File: config.mk
export PLATFORM = sky130hd
export DESIGN_NAME = data_matrix_regfile_flat
export DESIGN_NICKNAME = d
export VERILOG_FILES = /design/src/rtl/data_matrix_regfile_if.sv /design/src/rtl/data_matrix_regfile.sv /design/src/flat_wrapper.sv
export SDC_FILE = /design/constraint.sdc
export NUM_CORES = 1
export LEC_CHECK = 0
export ABC_AREA = 0
export CAP_MARGIN = 20
export CORE_MARGIN = 2
export CORE_UTILIZATION = 55
export DETAILED_ROUTE_END_ITERATION = 8
export MAX_ROUTING_LAYER = met4
export PLACE_DENSITY = 0.78
export SYNTH_ARGS = -nofsm -noshare
export SYNTH_HDL_FRONTEND = slang
export SYNTH_SLANG_ARGS = --single-unit
File: constraint.sdc
create_clock -name clk -period 2.25 [get_ports clk]
set_input_delay 0.225 -clock clk [delete_from_list [all_inputs] [get_ports clk]]
set_output_delay 0.225 -clock clk [all_outputs]
set_load 0.005 [all_outputs]
File: src/rtl/data_matrix_regfile_if.sv
// data_matrix_regfile_if
// Bundles the register-file datapath signals between the controller/datapath
// (master) and the register file (slave).
//   bus      16  shared datapath bus, written on ld_reg / ld_cc
//   ir       16  current instruction
//   drmux     2  destination select
//   sr1mux    2  first-operand select
//   ld_reg    1  register write enable
//   ld_cc     1  condition-code update enable
//   sr1/sr2  16  operand read ports
//   ir_slice  6  ir[5:0] for immediate decode
//   n, z, p   1  condition-code flags
interface data_matrix_regfile_if;
   logic [15:0] bus;
   logic [15:0] ir;
   logic [1:0]  drmux;
   logic [1:0]  sr1mux;
   logic        ld_reg;
   logic        ld_cc;
   logic [15:0] sr1;
   logic [15:0] sr2;
   logic [5:0]  ir_slice;
   logic        n;
   logic        z;
   logic        p;

   modport master (
      output bus, ir, drmux, sr1mux, ld_reg, ld_cc,
      input  sr1, sr2, ir_slice, n, z, p
   );

   modport slave (
      input  bus, ir, drmux, sr1mux, ld_reg, ld_cc,
      output sr1, sr2, ir_slice, n, z, p
   );
endinterface

File: src/rtl/data_matrix_regfile.sv
// data_matrix_regfile
// Eight 16-bit general registers R0-R7 plus a one-hot NZP condition register.
// Reads are combinational; writes and NZP updates happen on the rising edge.
// Ports:
//   clk  rising-edge clock
//   rst  synchronous active-high reset (R0-R7 -> 0, NZP -> 010)
//   rf   register-file interface (slave side)
module data_matrix_regfile (
   input logic                  clk,
   input logic                  rst,
   data_matrix_regfile_if.slave rf
);

   logic [15:0] regs [8];
   logic [2:0]  nzp;
   logic [2:0]  dest_sel;
   logic [2:0]  sr1_sel;
   logic [2:0]  nzp_next;

   // Only ir[11:0] participates in register selection and slicing.
   logic unused_ir;
   assign unused_ir = ^rf.ir[15:12];

   // Reserved drmux code 11 behaves as 00.
   always_comb begin
      dest_sel = rf.ir[11:9];
      case (rf.drmux)
         2'b01:   dest_sel = 3'd7;
         2'b10:   dest_sel = 3'd6;
         default: dest_sel = rf.ir[11:9];
      endcase
   end

   // Reserved sr1mux code 11 behaves as 01.
   always_comb begin
      sr1_sel = rf.ir[8:6];
      case (rf.sr1mux)
         2'b00:   sr1_sel = rf.ir[11:9];
         2'b10:   sr1_sel = 3'd6;
         default: sr1_sel = rf.ir[8:6];
      endcase
   end

   // Flags derive from the bus sample itself, so a combined register write
   // and CC update reflect the value being written.
   always_comb begin
      nzp_next = 3'b001;
      if (rf.bus[15]) begin
         nzp_next = 3'b100;
      end else if (rf.bus == 16'h0000) begin
         nzp_next = 3'b010;
      end
   end

   always_ff @(posedge clk) begin
      if (rst) begin
         for (int i = 0; i < 8; i++) begin
            regs[i] <= 16'h0000;
         end
         nzp <= 3'b010;
      end else begin
         if (rf.ld_reg) begin
            regs[dest_sel] <= rf.bus;
         end
         if (rf.ld_cc) begin
            nzp <= nzp_next;
         end
      end
   end

   // No write bypass: reads in a write cycle return the pre-write contents.
   assign rf.sr1      = regs[sr1_sel];
   assign rf.sr2      = regs[rf.ir[2:0]];
   assign rf.ir_slice = rf.ir[5:0];
   assign rf.n        = nzp[2];
   assign rf.z        = nzp[1];
   assign rf.p        = nzp[0];

endmodule

File: src/flat_wrapper.sv
// flat-port wrapper written by rule: the top's interface ports become plain ports
module data_matrix_regfile_flat 
  (clk, rst, rf_bus, rf_ir, rf_drmux, rf_sr1mux, rf_ld_reg, rf_ld_cc, rf_sr1, rf_sr2, rf_ir_slice, rf_n, rf_z, rf_p);
  data_matrix_regfile_if rf_i ();
  input logic clk;
  input logic rst;
  input wire logic [$bits(rf_i.bus)-1:0] rf_bus;
  input wire logic [$bits(rf_i.ir)-1:0] rf_ir;
  input wire logic [$bits(rf_i.drmux)-1:0] rf_drmux;
  input wire logic [$bits(rf_i.sr1mux)-1:0] rf_sr1mux;
  input wire logic [$bits(rf_i.ld_reg)-1:0] rf_ld_reg;
  input wire logic [$bits(rf_i.ld_cc)-1:0] rf_ld_cc;
  output wire logic [$bits(rf_i.sr1)-1:0] rf_sr1;
  output wire logic [$bits(rf_i.sr2)-1:0] rf_sr2;
  output wire logic [$bits(rf_i.ir_slice)-1:0] rf_ir_slice;
  output wire logic [$bits(rf_i.n)-1:0] rf_n;
  output wire logic [$bits(rf_i.z)-1:0] rf_z;
  output wire logic [$bits(rf_i.p)-1:0] rf_p;
  assign rf_i.bus = rf_bus;
  assign rf_i.ir = rf_ir;
  assign rf_i.drmux = rf_drmux;
  assign rf_i.sr1mux = rf_sr1mux;
  assign rf_i.ld_reg = rf_ld_reg;
  assign rf_i.ld_cc = rf_ld_cc;
  assign rf_sr1 = rf_i.sr1;
  assign rf_sr2 = rf_i.sr2;
  assign rf_ir_slice = rf_i.ir_slice;
  assign rf_n = rf_i.n;
  assign rf_z = rf_i.z;
  assign rf_p = rf_i.p;
  data_matrix_regfile u_core (.clk(clk), .rst(rst), .rf(rf_i));
endmodule
# Word level (Yosys, flattened, before mapping)
# Memories as Yosys holds them, arrays and structs flattened.
# Index checks and enable logic that the tools add are counted.
[word_totals]
ram_bits = 128
output_inout_bits = 41
wordCells = 20
n_memories = 1
inputBits = 40
register_bits = 3
[mem_list]
columns = ["memory", "depth", "word_bits", "read_ports", "rd_ports_with_merged_regs", "write_ports", "line", "source"]
rows = [
  ["u_core.regs", 8, 16, 2, 0, 8, "data_matrix_regfile.sv:14", "logic [15:0] regs [8];"],
]
[op_classes]
reduce_logical = 3
n_mux = 12
n_eq_ne = 3
[ops]
columns = ["cell", "count"]
rows = [
  ["$logic_not A16 Y1", 1],
  ["$mux W16", 1],
  ["$reduce_or A16 Y1", 1],
  ["$pmux W3 S2", 2],
  ["$mux W1", 6],
  ["$mux W3", 2],
  ["$eq A2 B2 Y1 const B", 2],
  ["$eq A2 B1 Y1 const B", 1],
  ["$logic_not A2 Y1", 1],
  ["$mux W2", 1],
]

# Logic depth before layout (Yosys ltp)
# Gate-level depths: netlist of the first run.
[logic_depth]
ltp_word = 5
depth_mapped = 8
depth_no_buf = 7

# Worst setup path after synthesis of the first run
# OpenSTA, ideal clock, no wires.
[synth_path]
kind = "input to register"
startpoint = "input rf_drmux[1]"
endpoint = "memory u_core.regs[1][0] (enable)"
setup_time_ns = 0.334
arrival_ns = 1.608
cell_stages = 5
n_path_buf = 0
setup_slack_ns = 0.308
t_required_ns = 1.916
path_cell_list = "inv_1 > ha_1 > or3b_2 > nor2_1 > or2_2"
[synth_lines]
columns = ["element", "line", "source"]
rows = [
  ["from (decl)", "flat_wrapper.sv:9", "input wire logic [$bits(rf_i.drmux)-1:0] rf_drmux;"],
  ["to (decl)", "data_matrix_regfile.sv:14", ""],
]

# Worst setup path in the final report of the first run
[layout_path]
startpoint = "input rf_ir[6]"
endpoint = "output rf_sr1[14]"
[layout_via]
elab_chain_cells = 2
[layout_rtl]
columns = ["element", "line", "source"]
rows = [
  ["from (decl)", "flat_wrapper.sv:8", "input wire logic [$bits(rf_i.ir)-1:0] rf_ir;"],
  ["$pmux W3 S2", "data_matrix_regfile.sv:37", "case (rf.sr1mux)"],
  ["$mem_v2 Z8 W16", "--", ""],
  ["to (decl)", "flat_wrapper.sv:13", "output wire logic [$bits(rf_i.sr1)-1:0] rf_sr1;"],
]
# No other way between the ends.

==> parameters.txt, run 1 <==
Parameter                              Value

Global routing
  Number of antenna violations at the first check in global routing    0
  GRT Residual Overflow    0
  Via count of the first global-routing pass    5564
  Pin count of the biggest net entering global routing    25
  Wire length of the first global-routing pass    33000 um
  Aggregate global-route resource usage    33.5%

Routing
  Number of vias per cell after detailed routing    6.29
  DRC errors left    0
  Post-detailed-route count of antenna-violating nets    0
  Drt first pass iters    5
  Total detailed-routing wirelength    21600 um
  Vias after detailed routing    5242
  Average wire per standard cell    25.9 um
  First-iteration detailed-routing DRC count    615

Logic synthesis
  Cell type with the highest aggregate area in the netlist    sky130_fd_sc_hd__edfxtp_1
  Largest cells by area after synthesis    sky130_fd_sc_hd__edfxtp_1 54%, sky130_fd_sc_hd__and2_1 11%, sky130_fd_sc_hd__mux4_2 10%
  Share of the yosys chip area belonging to registers    54.5%
  Number of synthesized flops with an enable pin    128
  Post-synth net total    556
  Mean post-synth cell area    13.9 um2
  #FFs+latches synth    131
  Async set or reset register ratio after synthesis    0%
  Area share of the largest cell type after synthesis    53.7%
  Primary flip-flop cell chosen by synthesis mapping    sky130_fd_sc_hd__edfxtp_1
  Synth warn    0
  Number of distinct library cell variants in the gate-level netlist after synthesis    38
  Area of the mapped netlist    7160 um2
  Post-synthesis instance total    514

Floorplan
  Initial standard-cell utilization of the core    56.5%
  DIE AREA    13900 um2
  Number of ports placed on the die boundary    81
  Height of the die    118 um
  Core box area    12700 um2
  Horizontal extent of the die    118 um
  Number of rows in the core area    41

Timing
  Setup violation total in the final timing report    0
  Unrepaired setup endpoints after global routing    false
  Period utilisation layout    97.4%
  Worst rel slew slack    58.0%
  Total Neg Setup Slack    0 ps
  Slew of the pin with the lowest slew margin    624 ps
  Highest clock frequency the design can meet    457 MHz
  Fin. Hold Viols    0
  Count of pins over their slew limit    0
  Shortest period the worst path allows    2190 ps
  Clock skew    0 ps

Worst setup path
  Top cell by count, worst path    sky130_fd_sc_hd__buf_4
  Req. time, crit path    2030 ps
  Cell chain of the critical path    clkdlybuf4s50_1 -> a22o_1 -> buf_4 -> nor2_4 -> buf_4 -> a221oi_2 -> dlygate4sd2_1
  Largest fanout on the critical path    7
  Setup crit end kind    output pin
  Kind of start point of the critical path    input port
  Critical path start-end classification    in2out
  Standard cell with the maximum stage delay on the critical path    sky130_fd_sc_hd__clkdlybuf4s50_1
  Data arrival, critical path    1970 ps
  Maximum single-stage delay on the critical path    460 ps

Clock network
  Deepest level of the CTS H-tree    4
  Quantity of hold-fixing buffers added after cts    0
  CTS sink cnt    131
  Maximum root-to-sink buffer count    2
  Number of buffers inserted during clock tree synthesis    17
  Clock root buffer    sky130_fd_sc_hd__clkbuf_16
  Clock tree from TritonCTS    yes
  Skew-Pair Late Insertion Delay    420 ps

Finish
  Ratio of cells with drive above 1 in the final layout    32.8%
  Final design instance area without fill    9330 um2
  Syn-to-layout area delta    30.3%
  Number of nets in the layout    692
  Final standard cell utilization of the core    73.6%
  Commonest cells after routing, fill and taps aside    128 x sky130_fd_sc_hd__and2_1, 128 x sky130_fd_sc_hd__edfxtp_1, 62 x sky130_fd_sc_hd__buf_4
  Antenna cell count    0

Run
  Maximum Capacitance Violations    0

Placed design
  Port Buffers    70
  Global placer's final weighted congestion    0.848
  Final HPWL DP    13300 um
  Placed cell area    8470 um2

Power
  Lkg Pwr    3.69 nW
  Peak VDD IR    0.527 mV
  Power Dens Cells    737 nW/um2

Worst hold path
  Class of the tightest hold or removal check    in2out

Run status
  Status    finished, final reports clean
[worst max-delay path: cells and delay by family]
family / cells / cell delay (ps)
buf+inv: 4 / 1100
compound gates: 2 / 330
simple gates: 1 / 310
[path summary, 6_finish.rpt]
check	cells past startpoint	to	slack [ps]	from
max	7	rf_sr1[14]	60	rf_ir[6]
min	0	rf_ir_slice[3]	450	rf_ir[3]
max reg2reg	3	u_core.nzp[1]	1430	u_core.nzp[1]
min reg2reg	2	u_core.nzp[0]	470	u_core.nzp[0]
[layout make-up]
class	count	area, um2
clock buffer	18	429
tap	172	215
timing repair buffer	154	1530
inverter	2	7.51
sequential	131	3900
clock inverter	12	141
fill	788	3340
multi-input combinational	344	3110
[per-stage QoR]
stage	total power, W	hold WS [ps]	setup slack [ps]	cells
after CTS	0.00685	450	0.754	831
final	0.00688	450	59.4	833
after floorplan	0.00353	332	308	514
after global routing	0.00708	450	13.3	833
after detailed placement	0.00414	450	-697	779
after global placement	0.00411	450	-677	779
[repair_timing]
action	CTS	global route
endpoints found under the setup margin	32	16
gates cloned	4	0
buffers inserted	18	3
pin swaps	9	4
resized for setup	103	10
[routing by layer]
metal	part of all wire, %	vias to the layer above	wire [um]	global-route usage (%)
li1	-	2214	-	-
met1	38	2626	8150	42.2
met2	49	339	10600	51.6
met3	9.3	63	2020	6.64
met4	4.0	0	864	17.4
met5	0	-	0	-
[power by group]
| group | internal [W] | switching (W) |
|---|---|---|
| clock | 0.00171 | 0.000996 |
| sequential | 0.00285 | 0.0000911 |
| combinational | 0.000637 | 0.000594 |
[registers in the layout (all words and copies together), names as in the netlist]
register and cells:
u_core.regs 128, u_core.nzp 3
[kinds of logic after synthesis]
group	count (synthesis)	share of synthesized area, %
compound gates	40	5.96
fa+ha+maj	2	0.349
buf+inv	39	3.35
flops	131	54.5
mux	97	19.4
simple gates	205	16.4
[Yosys cell counts (2+ instances only)]
library cell	number
sky130_fd_sc_hd__or2_2	9
sky130_fd_sc_hd__a32o_1	16
sky130_fd_sc_hd__ha_1	2
sky130_fd_sc_hd__nor4_1	4
sky130_fd_sc_hd__mux2_2	16
sky130_fd_sc_hd__nor2_1	16
sky130_fd_sc_hd__a221oi_1	4
sky130_fd_sc_hd__edfxtp_1	128
sky130_fd_sc_hd__a221oi_2	12
sky130_fd_sc_hd__mux2i_1	49
sky130_fd_sc_hd__nand2b_1	2
sky130_fd_sc_hd__nand2_1	35
sky130_fd_sc_hd__buf_4	9
sky130_fd_sc_hd__dfxtp_1	3
sky130_fd_sc_hd__clkbuf_1	16
sky130_fd_sc_hd__mux4_2	32
sky130_fd_sc_hd__inv_1	2
sky130_fd_sc_hd__nand3b_1	3
sky130_fd_sc_hd__a21oi_1	2
sky130_fd_sc_hd__buf_2	7
sky130_fd_sc_hd__buf_12	2
sky130_fd_sc_hd__o21ai_0	2
sky130_fd_sc_hd__and2_1	128
Note: power is estimated with default switching activity, not from simulation.
==> inputs of run 2 (changes only) <==
--- a/config.mk
+++ b/config.mk
@@ -8,10 +8,10 @@
 export ABC_AREA = 0
 export CAP_MARGIN = 20
 export CORE_MARGIN = 2
-export CORE_UTILIZATION = 55
+export CORE_UTILIZATION = 50
 export DETAILED_ROUTE_END_ITERATION = 8
 export MAX_ROUTING_LAYER = met4
-export PLACE_DENSITY = 0.78
+export PLACE_DENSITY = 0.72
 export SYNTH_ARGS = -nofsm -noshare
 export SYNTH_HDL_FRONTEND = slang
 export SYNTH_SLANG_ARGS = --single-unit
==> run 2 against run 1 <==
Compared with the run above: worst setup slack worse by 3.2 ps; design area rose by 1.4%; clock power increased by 5%; via count shrank 2.6%; clock skew stayed put; non-clock buffer count increased by 15; first-iteration DRC count down 33%; utilization fell by 5.8 points.
==> parameters.txt, run 2 (synthesized netlist as in run 1, its figures left out) <==
Parameter                              Value

Run status
  Status    finished, final reports clean

Finish
  Largest registers    u_core.regs x128, u_core.nzp x3
  Number of nets in the layout    707 (+2.2%)
  Flip-flop count of the largest register, all copies and words added    128 (unchanged)
  Syn-to-layout area delta    32.1%
  Commonest cells after routing, fill and taps aside    128 x sky130_fd_sc_hd__and2_1, 128 x sky130_fd_sc_hd__edfxtp_1, 76 x sky130_fd_sc_hd__buf_4
  Number of fill cells    1004 (+27%)
  Ratio of cells with drive above 1 in the final layout    34.5% (+1.7 points)
  Largest Register    u_core.regs
  Antenna cell count    0 (unchanged)
  Final design instance area without fill    9460 um2 (+1.4%)

Global routing
  Routing layer with the top usage in global route    met2
  GR Util met1    36.4% (-5.8 points)
  Pin count of the biggest net entering global routing    17 (-32%)
  Via count of the first global-routing pass    5437 (-2.3%)
  Aggregate global-route resource usage    29.7% (-3.8 points)
  Met2 demand-to-capacity share in global routing    46.8% (-4.9 points)
  Wire length of the first global-routing pass    31000 um (-5.9%)
  Number of antenna violations at the first check in global routing    0 (unchanged)
  GR Layer Usage met3    7.01% (+0.37 points)
  GRT Residual Overflow    0 (unchanged)

Floorplan
  Height of the die    124 um (+4.7%)
  Horizontal extent of the die    124 um (+4.7%)
  Initial standard-cell utilization of the core    51.4% (-5.1 points)
  Number of rows in the core area    43 (+4.9%)
  DIE AREA    15300 um2 (+9.7%)
  Core box area    13900 um2 (+10%)
  Number of ports placed on the die boundary    81 (unchanged)

Clock network
  Quantity of hold-fixing buffers added after cts    0 (unchanged)
  Number of buffers inserted during clock tree synthesis    17 (unchanged)
  Deepest level of the CTS H-tree    4 (unchanged)
  Clock root buffer    sky130_fd_sc_hd__clkbuf_16
  Maximum root-to-sink buffer count    2 (unchanged)
  Clock tree from TritonCTS    yes
  Skew-Pair Late Insertion Delay    420 ps (about the same)
  CTS sink cnt    131 (unchanged)

Routing
  DRC errors left    0 (unchanged)
  Number of vias per cell after detailed routing    5.95 (-5.5%)
  Vias after detailed routing    5105 (-2.6%)
  Total detailed-routing wirelength    20600 um (-4.7%)
  Drt first pass iters    5 (unchanged)
  First-iteration detailed-routing DRC count    415 (-33%)
  Average wire per standard cell    24.0 um (-7.4%)
  Post-detailed-route count of antenna-violating nets    0 (unchanged)

Worst setup path
  Kind of start point of the critical path    input port
  Capturing element of the worst setup path    rf_sr1[2]
  Worst flop-to-flop path startpoint    u_core.nzp[1]
  Worst R2R End    u_core.nzp[1]
  Setup crit end kind    output pin
  CP startpoint    rf_ir[6]
  Critical path start-end classification    in2out
  Req. time, crit path    2030 ps (about the same)
  Data arrival, critical path    1970 ps (about the same)
  Largest fanout on the critical path    9 (+2)
  Register-to-Register Setup Slack    1420 ps (about the same)
  Depth of the worst register-to-register path    3 (unchanged)

Timing
  Count of pins over their slew limit    0 (unchanged)
  Shortest period the worst path allows    2190 ps (+3.18 ps)
  Unrepaired setup endpoints after global routing    false
  Clock skew    0 ps (unchanged)
  Slew of the pin with the lowest slew margin    783 ps (+159 ps)
  Period utilisation layout    97.5% (+0.14 points)
  Highest clock frequency the design can meet    456 MHz (-0.15%)
  Fin. Hold Viols    0 (unchanged)
  Setup violation total in the final timing report    0 (unchanged)
  Final hold slack    450 ps (unchanged)
  Worst-case setup margin in the final layout    56.3 ps (-3.18 ps)
  Worst rel slew slack    47.3% (-11 points)

Power
  Lkg Pwr    3.74 nW (+1.3%)
  Power Dens Cells    740 nW/um2 (+0.39%)
  Peak VDD IR    0.440 mV (-17%)

Placed design
  Global placer's final weighted congestion    0.867 (+2.2%)
  Final HPWL DP    13800 um (+4.1%)
  Placed cell area    8620 um2 (+1.8%)
  Port Buffers    70 (unchanged)
  Worst slack, placed    -627 ps (+69.9 ps)

Run
  Maximum Capacitance Violations    0 (unchanged)

Worst hold path
  Class of the tightest hold or removal check    in2out
run 2: cell types whose count changed in the layout (fill, tap and decap cells not counted), moves of 2 or more:
cell	before	now
sky130_fd_sc_hd__buf_4	62	76
sky130_fd_sc_hd__clkinvlp_4	1	6
sky130_fd_sc_hd__buf_6	0	3
sky130_fd_sc_hd__clkinv_1	3	0
sky130_fd_sc_hd__inv_6	0	3
sky130_fd_sc_hd__clkdlybuf4s15_1	0	2
sky130_fd_sc_hd__dlygate4sd2_1	18	20
run 2: worst max-delay path, cell delays in order:
cell                              delay [ps]
sky130_fd_sc_hd__clkdlybuf4s50_1         440
sky130_fd_sc_hd__a22o_1                  280
sky130_fd_sc_hd__buf_4                   160
sky130_fd_sc_hd__nor2_4                  310
sky130_fd_sc_hd__buf_12                  200
sky130_fd_sc_hd__a221oi_2                 80
sky130_fd_sc_hd__dlygate4sd2_1           270
run 2: cell type report:
class,count,area (um2),area share [%]
clock buffers,17,425,4.50
well taps,180,225,2.38
clock inverters,15,180,1.90
inverters,2,7.51,0.0794
multi-input cells,344,3090,32.7
flip-flops and latches,131,3900,41.3
repair buffers,169,1620,17.2
run 2: routing by layer:
metal / routed length (um) / up-vias
met5: 0 / -
met4: 724 / 0
met3: 1470 / 58
met2: 10200 / 225
met1: 8220 / 2562
li1: - / 2260
run 2: worst min path at each step:
stage / slack (ps) / depth (start not counted) / from / end
final: 450 / 0 / rf_ir[3] / rf_ir_slice[3]
after global placement: 450 / 0 / rf_ir[3] / rf_ir_slice[3]
after CTS: 450 / 0 / rf_ir[3] / rf_ir_slice[3]
after floorplan: 330 / 1 / rst / u_core.nzp[1]
after global routing: 450 / 0 / rf_ir[3] / rf_ir_slice[3]
after detailed placement: 450 / 0 / rf_ir[3] / rf_ir_slice[3]
run 2: through the flow:
stage          TNS [ps]  cells  power (W)  utilization (%)
2_1_floorplan         0    514    0.00353                -
3_5_place_dp     -19040    801    0.00418             61.9
3_3_place_gp     -14510    801    0.00415             61.9
6_report              0    858    0.00700             67.9
4_1_cts               0    859    0.00700             67.9
5_1_grt               0    858    0.00720             67.9
run 2: timing repair:
action                                  4_1_cts  5_1_grt
endpoints found under the setup margin       32       10
gates cloned                                  2        0
pin swaps                                     6        5
resized for setup                            99        8
buffers inserted                             25        0
run 2: report_power, final:
group          total [W]  switching, W  leakage (nW)  internal (W)
Combinational    0.00122      0.000569          2.21      0.000652
Sequential       0.00294     0.0000915          1.25       0.00285
Clock            0.00284       0.00109         0.278       0.00174
Total            0.00700       0.00175          3.74       0.00525
